`src/rtl/fetch_queue.sv`:
```
// fetch_queue: PC register, 1-cycle instruction-memory request/response and a
// DEPTH-entry {pc,instr} prefetch FIFO presented to decode over valid/ready.
//   clk, rst (async, active-high)        enable: global step
//   redirect, redirect_target            flush queue, restart fetch at target
//   imem_req, imem_addr, imem_rdata      synchronous memory, data one cycle later
//   out_valid, out_ready, out_pc/instr   head of queue to decode
//   count, pc                            occupancy and next fetch PC
// Optional FETCH_PERF_EN: perf_fetched (pushes), perf_flushed (entries dropped).
module fetch_queue #(
  parameter int XLEN = 32,
  parameter int DEPTH = 4,
  parameter logic [XLEN-1:0] RESET_PC = '0
) (
  input  logic                       clk,
  input  logic                       rst,
  input  logic                       enable,
  input  logic                       redirect,
  input  logic [XLEN-1:0]            redirect_target,
  output logic                       imem_req,
  output logic [XLEN-1:0]            imem_addr,
  input  logic [31:0]                imem_rdata,
  output logic                       out_valid,
  input  logic                       out_ready,
  output logic [XLEN-1:0]            out_pc,
  output logic [31:0]                out_instr,
  output logic [$clog2(DEPTH):0]     count,
`ifdef FETCH_PERF_EN
  output logic [XLEN-1:0]            pc,
  output logic [31:0]                perf_fetched,
  output logic [31:0]                perf_flushed
`else
  output logic [XLEN-1:0]            pc
`endif
);
  localparam int AW = $clog2(DEPTH);
  localparam int CW = AW + 1;
  logic [XLEN-1:0] pc_q, pc_d, addr_q, addr_d;
  logic            inflight_q, inflight_d;
  logic [AW-1:0]   rd_q, rd_d, wr_q, wr_d;
  logic [CW-1:0]   count_q, count_d;
  logic [XLEN-1:0] pc_mem [DEPTH];
  logic [31:0]     ins_mem [DEPTH];
  logic            pop, push;
  logic [CW:0]     used;
  assign pop  = enable & (count_q != '0) & out_ready & ~redirect;
  // a redirect in the same cycle kills the arriving response
  assign push = inflight_q & ~redirect;
  // slots already promised: held entries plus the outstanding response, less this pop
  assign used = {1'b0, count_q} + (CW+1)'(inflight_q) - (CW+1)'(pop);
  // gated by rst so the request drops the moment reset asserts
  assign imem_req  = ~rst & enable & ~redirect & (used < (CW+1)'(DEPTH));
  assign imem_addr = pc_q;
  assign out_valid = count_q != '0;
  assign out_pc    = pc_mem[rd_q];
  assign out_instr = ins_mem[rd_q];
  assign count     = count_q;
  assign pc        = pc_q;
  always_comb begin
    pc_d       = redirect ? redirect_target & ~XLEN'(3) : imem_req ? pc_q + XLEN'(4) : pc_q;
    addr_d     = imem_req ? pc_q : addr_q;
    inflight_d = imem_req;
    rd_d       = redirect ? '0 : rd_q + AW'(pop);
    wr_d       = redirect ? '0 : wr_q + AW'(push);
    count_d    = redirect ? '0 : count_q + CW'(push) - CW'(pop);
  end
  always_ff @(posedge clk or posedge rst) begin
    if (rst) begin
      pc_q       <= RESET_PC;
      addr_q     <= RESET_PC;
      inflight_q <= 1'b0;
      rd_q       <= '0;
      wr_q       <= '0;
      count_q    <= '0;
    end else begin
      pc_q       <= pc_d;
      addr_q     <= addr_d;
      inflight_q <= inflight_d;
      rd_q       <= rd_d;
      wr_q       <= wr_d;
      count_q    <= count_d;
    end
  end
  // storage needs no reset: entries are only visible while count covers them
  always_ff @(posedge clk) begin
    if (push) begin
      pc_mem[wr_q]  <= addr_q;
      ins_mem[wr_q] <= imem_rdata;
    end
  end
`ifdef FETCH_PERF_EN
  logic [31:0] perf_fetched_q, perf_flushed_q;
  assign perf_fetched = perf_fetched_q;
  assign perf_flushed = perf_flushed_q;
  always_ff @(posedge clk or posedge rst) begin
    if (rst) begin
      perf_fetched_q <= '0;
      perf_flushed_q <= '0;
    end else begin
      perf_fetched_q <= perf_fetched_q + 32'(push);
      perf_flushed_q <= redirect ? perf_flushed_q + 32'(count_q) + 32'(inflight_q) : perf_flushed_q;
    end
  end
`endif
endmodule

```
`config.mk`:
```
export PLATFORM = sky130hd
export DESIGN_NAME = fetch_queue
export DESIGN_NICKNAME = d
export VERILOG_FILES = /design/src/rtl/fetch_queue.sv
export SDC_FILE = /design/constraint.sdc
export NUM_CORES = 1
export LEC_CHECK = 0
export BUFFER_PORTS_ARGS = -buffer_cell sky130_fd_sc_hd__buf_2
export CAP_MARGIN = 25
export CORE_MARGIN = 1
export CORE_UTILIZATION = 51
export DETAILED_ROUTE_END_ITERATION = 12
export PLACE_DENSITY = 0.77
export SYNTH_ARGS = -nofsm -noshare
export SYNTH_HDL_FRONTEND = slang
export SYNTH_SLANG_ARGS = --single-unit
```
`constraint.sdc`:
```
create_clock -name clk -period 6 [get_ports clk]
set_input_delay 0.3 -clock clk [delete_from_list [all_inputs] [get_ports clk]]
set_output_delay 0.3 -clock clk [all_outputs]
set_load 0.02 [all_outputs]
```
After elaboration in Yosys (flattened, before gate mapping)
Memories as Yosys holds them, arrays and structs flattened.
Cells that the tools add are included.
{ "totals": {"inputBits": 69, "regBits": 72, "out_inout_bits": 133, "word_cells": 34, "ram_bits": 256, "mem_count": 2} }
{ "op_classes": {"add_sub_neg": 7, "order_cmp": 1, "n_reduce_logical": 2, "muxes": 7, "bitwise_logic": 9} }
{ "memory_table": {"columns": ["name", "words", "width", "read_ports", "rd_clocked_by_memory_dff", "wr", "line_no", "rtl"], "rows": [
  ["ins_mem", 4, 32, 1, 0, 1, "42", "logic [31:0] ins_mem [DEPTH];"],
  ["pc_mem", 4, 32, 1, 0, 1, "41", "logic [XLEN-1:0] pc_mem [DEPTH];"]
]} }
{ "ops": {"columns": ["op", "count"], "rows": [
  ["2-to-1 mux 32 bit", 2],
  ["adder 32 x 3 -> 32 bit, second input constant", 1],
  ["bitwise AND 1 bit", 7],
  ["adder 2 x 1 -> 2 bit", 2],
  ["adder 3 x 1 -> 4 bit", 1],
  ["< comparator 4 x 3 -> 1 bit, second input constant", 1],
  ["2-to-1 mux 2 bit", 2],
  ["subtractor 4 x 1 -> 4 bit", 1],
  ["adder 3 x 1 -> 3 bit", 1],
  ["2-to-1 mux 3 bit", 1],
  ["nonzero test 3 bit", 1],
  ["subtractor 3 x 1 -> 3 bit", 1],
  ["2-to-1 mux 1 bit", 2],
  ["NOT 1 bit", 2],
  ["nonzero test 2 bit", 1]
]} }

Depth between registers and ports, before layout
{ "logic_depth": {"ltp_word": 9, "ltp_mapped": 13, "mapped_depth_nobuf": 11} }

Least setup slack after synthesis
Ideal clock, no wire load.
{ "synth_path": {"path_type": "input port to flip-flop", "from": "input redirect", "to": "memory ins_mem[1][0] (enable)", "t_required_ns": 5.429, "setup_time_ns": 0.571, "path_buffers": 0, "arrival_time_ns": 5.047, "setup_slack_ns": 0.381, "cell_stages": 3, "cell_sequence": "inv_1 > nand2_1 > nor3b_1"} }
{ "synth_between": {"elab_chain_len": 4} }
{ "synth_lines": {"columns": ["element", "line_no", "rtl"], "rows": [
  ["start: declaration", "17", "input logic redirect,"],
  ["NOT 1 bit", "47", "assign push = inflight_q & ~redirect;"],
  ["bitwise AND 1 bit", "47", null],
  ["2-to-1 mux 1 bit", "85", "if (push) begin"],
  ["2-to-1 mux 1 bit (not written as such)", "87", "ins_mem[wr_q] <= imem_rdata;"],
  ["end: declaration", "42", null]
]} }
Every way passes these cells.

Worst setup path in the final report
{ "layout_path": {"from": "register count_q[1] (netlist: count[1])", "to": "output imem_req"} }
{ "layout_between": {"elab_chain_len": 7, "elab_cells_between_ends": 8, "classes_between": "add/sub (2); order compare (1); bitwise (4); reduce/logical (1)"} }
{ "layout_lines": {"columns": ["element", "line_no", "rtl"], "rows": [
  ["start: declaration", "40", "logic [CW-1:0] count_q, count_d;"],
  ["start signal: assignment", "80", "count_q <= count_d;"],
  ["nonzero test 3 bit", "45", "assign pop = enable & (count_q != '0) & out_ready & ~redirect;"],
  ["bitwise AND 1 bit (3 in series)", "45", null],
  ["subtractor 4 x 1 -> 4 bit (*)", "49", "assign used = {1'b0, count_q} + (CW+1)'(inflight_q) - (CW+1)'(pop);"],
  ["< comparator 4 x 3 -> 1 bit (*)", "51", "assign imem_req = ~rst & enable & ~redirect & (used < (CW+1)'(DEPTH));"],
  ["bitwise AND 1 bit (*)", "51", null],
  ["end: declaration", "19", "output logic imem_req,"]
]} }
Every way passes the cells marked *; elsewhere a longest branch is shown, timed or not.

==> impl.org <==
** Clock tree
- The clock net in this run drives a total of 316 sinks.
- Gates resized during post-CTS repair numbered 0.
- Clock-pin slew was measured on the worst setup and hold paths at 0.07 ns.
- The later pin in the worst-skew pair is clocked with a latency of 0.56 ns.
- Maximum count of clock buffers along a single path :: 3
- TritonCTS built the clock tree.
- In this run the number of H-tree levels came out at 1.
- Clk root buf :: sky130_fd_sc_hd__clkbuf_16
- Total CTS buffers :: 31

** Final layout
- The area growth from synthesis to layout is 21.2%.
- Fill cell total of the finished layout :: 1,773
- The post-route netlist has 32.3% of its cells at a drive strength greater than 1.
- Excluding fillers, the count of instances in the completed layout stands at 1,336.
- The net count of the finished layout is 1,063.
- 0 antenna diodes ended up in the layout.
- Seq. cell area :: 9160 um2
- Multi-input logic area :: 3140 um2

** Drt
- The first detailed-routing pass took 5 iterations.
- The routed layout has 7,444 vias.
- Antenna-violating nets left :: 0
- Total Wirelength :: 27.9 mm
- In the final routed layout, each cell accounts on average for 20.9 um.
- Mean number of vias per cell :: 5.57
- After detailed routing, the number of remaining DRC violations is 0.
- DRC marker count from the first detailed-route iteration :: 562

** Floorplanning
- Die span in x :: 160 um
- The initial utilization of the core area, before any placement, comes to 52.2%.
- The core region is 24,400 um2.
- For this design the top-level I/O count stands at 202.
- Measured along the y axis, the die boundary spans 160 um.
- The die covers 25,600 um2.
- In this run the core area contains 57 standard-cell rows.

** Hold path
- The worst hold path terminates at imem_addr[27].
- The worst hold path begins at redirect_target[27].
- Type of the worst min-delay path :: in -> reg
- Along the worst hold path, the cell count comes to 3.

** Power and ir drop
- The clock network burns 39.0% of the power.
- For this design the static power due to leakage is 5.70 nW.
- Power density over the cells :: 331 nW/um2
- Cell internal power was estimated by the tool at 3.91 mW.
- Of the total power, the share spent switching nets is 23.4%.
- After layout, the design draws a total of 5.11 mW.
- Sequential share of power :: 52.5%
- The worst-case IR drop observed on VDD is 0.000178 V.
- Part of the power in combinational logic :: 8.4%
- Switching power :: 1.19 mW

** Yosys
- Dominant cell type by area after synthesis :: sky130_fd_sc_hd__edfxtp_1
- The number of different library cells used by synthesis comes to 54.
- After synthesis, the cell types taking the most area are sky130_fd_sc_hd__edfxtp_1 (59%), sky130_fd_sc_hd__dfrtp_1 (13%), sky130_fd_sc_hd__mux4_2 (11%).
- Counting flops with an async set or reset pin after synthesis yields a share of 21.5%.
- In the synthesized netlist, the number of instances is 761.
- Among all flip-flop cells after synthesis, the most frequent one is sky130_fd_sc_hd__edfxtp_1.
- Yosys printed 0 warnings.
- After synthesis the netlist holds a flip-flop and latch count of 316.
- Leading cell type by number of instances after synthesis :: sky130_fd_sc_hd__edfxtp_1
- Number of enable flip-flop cells after synthesis :: 248
- Sequential area share after synthesis :: 71.9%
- Post-synth top area share :: 58.5%
- Mapped Area :: 12,700 um2
- Sorting the synthesized cells by how often they occur yields sky130_fd_sc_hd__edfxtp_1 (248), sky130_fd_sc_hd__nand2_1 (124), sky130_fd_sc_hd__dfrtp_1 (68).
- Mean area per synthesized cell :: 16.7 um2

** Placement
- Total instance count after detailed placement :: 1,222
- Setup Slack @ Placement :: 2.20 ns
- Placer's final routability congestion estimate :: 0.822
- Post-detail-place hpwl :: 16.4 mm
- Port-buffer cells :: 193

** Setup path
- For the worst flop-to-flop path, the logic depth is 11.
- Data on the critical path is required at its endpoint by 5.70 ns.
- For the worst setup path, the data arrival time is 3.71 ns.
- Kind of end point of the critical path :: output port
- The worst setup path is of the reg -> out kind.
- The startpoint identified for the worst register-to-register timing path is count[1].
- The worst setup path is launched from a register.
- In this run the register-to-register setup slack is 2.56 ns.
- The worst register-to-register path ends at imem_addr[24].
- Of all nets on the critical path, the largest fanout is 38.

** Timing
- Final critical-path setup slack :: 1.99 ns
- Relative slew margins :: 34.0%
- Final hold slack :: 0.0283 ns
- Setup repair after global routing missed its margin :: false
- The number of pins with negative max-slew slack in the final report came to 0.
- For the pin with the worst max-slew slack, the measured transition is 0.990 ns.
- Maximum operating frequency :: 249 MHz
- Setup Skew :: 0.0147 ns
- Setup violations remaining at the end of the flow were counted as 0.
- Setup TNS :: 0 ns
- Portion of the clock cycle consumed by the worst path in the final layout :: 66.9%
- The hold violation total from the final report was 0.
- The routed design could run at a clock period as short as 4.01 ns.

** Global routing
- Global-route wire length before repair :: 43.6 mm
- Number of antenna violations at the first check in global routing :: 0
- Global routing consumed, over all layers together, 22.3% of the routing resources.
- The via count of the first global-routing pass came to 7,588.
- Entering global routing, the biggest net connects 70 pins.
- The total overflow left after global routing is 0.

** Job
- Max-cap violations in this run came to 0.

** Status
- The run finished with clean final reports.
-- final cells by class --
cell class	instances	area share, %
timing repair buffer	260	10.5
multi-input combinational	366	20.3
clock inverter	17	1.40
inverter	12	0.300
clock buffer	41	5.47
sequential	316	59.4
tap	324	2.63
-- routing by layer --
layer / GRT usage [%] / vias to the layer above / wire [um] / part of all wire [%]
li1: - / 3328 / - / -
met1: 30.6 / 3743 / 11500 / 41
met2: 37.5 / 334 / 14000 / 50
met3: 3.79 / 39 / 1900 / 6.8
met4: 5.32 / 0 / 449 / 1.6
met5: 0 / - / 0 / 0
-- worst max-delay path, stage by stage, from the launching register on --
cell and delay, ns:
sky130_fd_sc_hd__dfrtp_1 0.46, sky130_fd_sc_hd__or3_1 0.41, sky130_fd_sc_hd__and2_1 0.21, sky130_fd_sc_hd__nand2b_1 0.13, sky130_fd_sc_hd__ha_1 0.25, sky130_fd_sc_hd__and3_1 0.21, sky130_fd_sc_hd__mux2i_2 0.22, sky130_fd_sc_hd__and2_1 0.24
sky130_fd_sc_hd__o31ai_4 0.10, sky130_fd_sc_hd__inv_2 0.61, sky130_fd_sc_hd__buf_2 0.30
-- metrics by stage --
stage                     cell area (um2)  utilization, %
final                               15400            63.2
after global routing                15400            63.2
after CTS                           15400            63.2
after detailed placement            13800            56.6
after global placement              13800            56.5
after floorplan                     12700               -
-- sequential cells by signal, summed over array words and instances (netlist names) --
register,cells
ins_mem,128
pc_mem,120
inflight_q,1
imem_addr,30
wr_q,2
count,3
rd_q,2
addr_q,30
-- cells in the final DEF (no fill, tap or decap), types with 5 or more instances in the layout --
cell type / n
sky130_fd_sc_hd__inv_1: 10
sky130_fd_sc_hd__buf_4: 10
sky130_fd_sc_hd__edfxtp_1: 248
sky130_fd_sc_hd__dlygate4sd3_1: 56
sky130_fd_sc_hd__bufinv_16: 5
sky130_fd_sc_hd__nand2_1: 124
sky130_fd_sc_hd__buf_2: 193
sky130_fd_sc_hd__ha_1: 6
sky130_fd_sc_hd__and3_1: 5
sky130_fd_sc_hd__clkbuf_1: 7
sky130_fd_sc_hd__conb_1: 6
sky130_fd_sc_hd__dfrtp_1: 66
sky130_fd_sc_hd__clkinv_2: 6
sky130_fd_sc_hd__nand4_1: 9
sky130_fd_sc_hd__o21ai_1: 8
sky130_fd_sc_hd__or4_1: 5
sky130_fd_sc_hd__nand3_1: 12
sky130_fd_sc_hd__a31oi_1: 17
sky130_fd_sc_hd__xnor2_1: 18
sky130_fd_sc_hd__clkbuf_16: 31
sky130_fd_sc_hd__nor2_1: 16
sky130_fd_sc_hd__mux4_2: 62
sky130_fd_sc_hd__o21ai_0: 16
sky130_fd_sc_hd__a311oi_1: 6
-- how the worst max path moves through the flow --
stage / startpoint / end / slack, ns / depth (start not counted)
after CTS: count[0] / imem_req / 1.99 / 10
after detailed placement: redirect / imem_req / 2.20 / 11
after global placement: redirect / imem_req / 2.28 / 11
after global routing: count[1] / imem_req / 1.76 / 10
after floorplan: redirect / ins_mem[1][0] / 0.38 / 3
final: count[1] / imem_req / 1.99 / 10
-- kinds of logic after synthesis --
kind of cell,after synthesis,share of synthesized area [%]
other cells,1,0.0295
mux,65,11.3
simple gates,202,7.42
xor+xnor,21,1.45
fa+ha+maj,7,0.748
buf+inv,84,3.76
compound gates,65,3.39
flops,316,71.9
-- power by group through the flow --
| stage | clock network [mW] | logic (mW) | registers (mW) |
|---|---|---|---|
| 5_1_grt | 2.12 | 0.467 | 2.70 |
| 3_3_place_gp | 0 | 0.388 | 2.71 |
| 4_1_cts | 2.03 | 0.431 | 2.68 |
| 6_report | 1.99 | 0.430 | 2.68 |
| 3_5_place_dp | 0 | 0.399 | 2.73 |
| 2_1_floorplan | 0 | 0.271 | 2.70 |
-- timing repair --
item                      4_1_cts  5_1_grt
buffers inserted                0        0
hold endpoints to repair      152        0
hold buffers                   56        0
No activity file was read; power rests on OpenSTA's default activity.
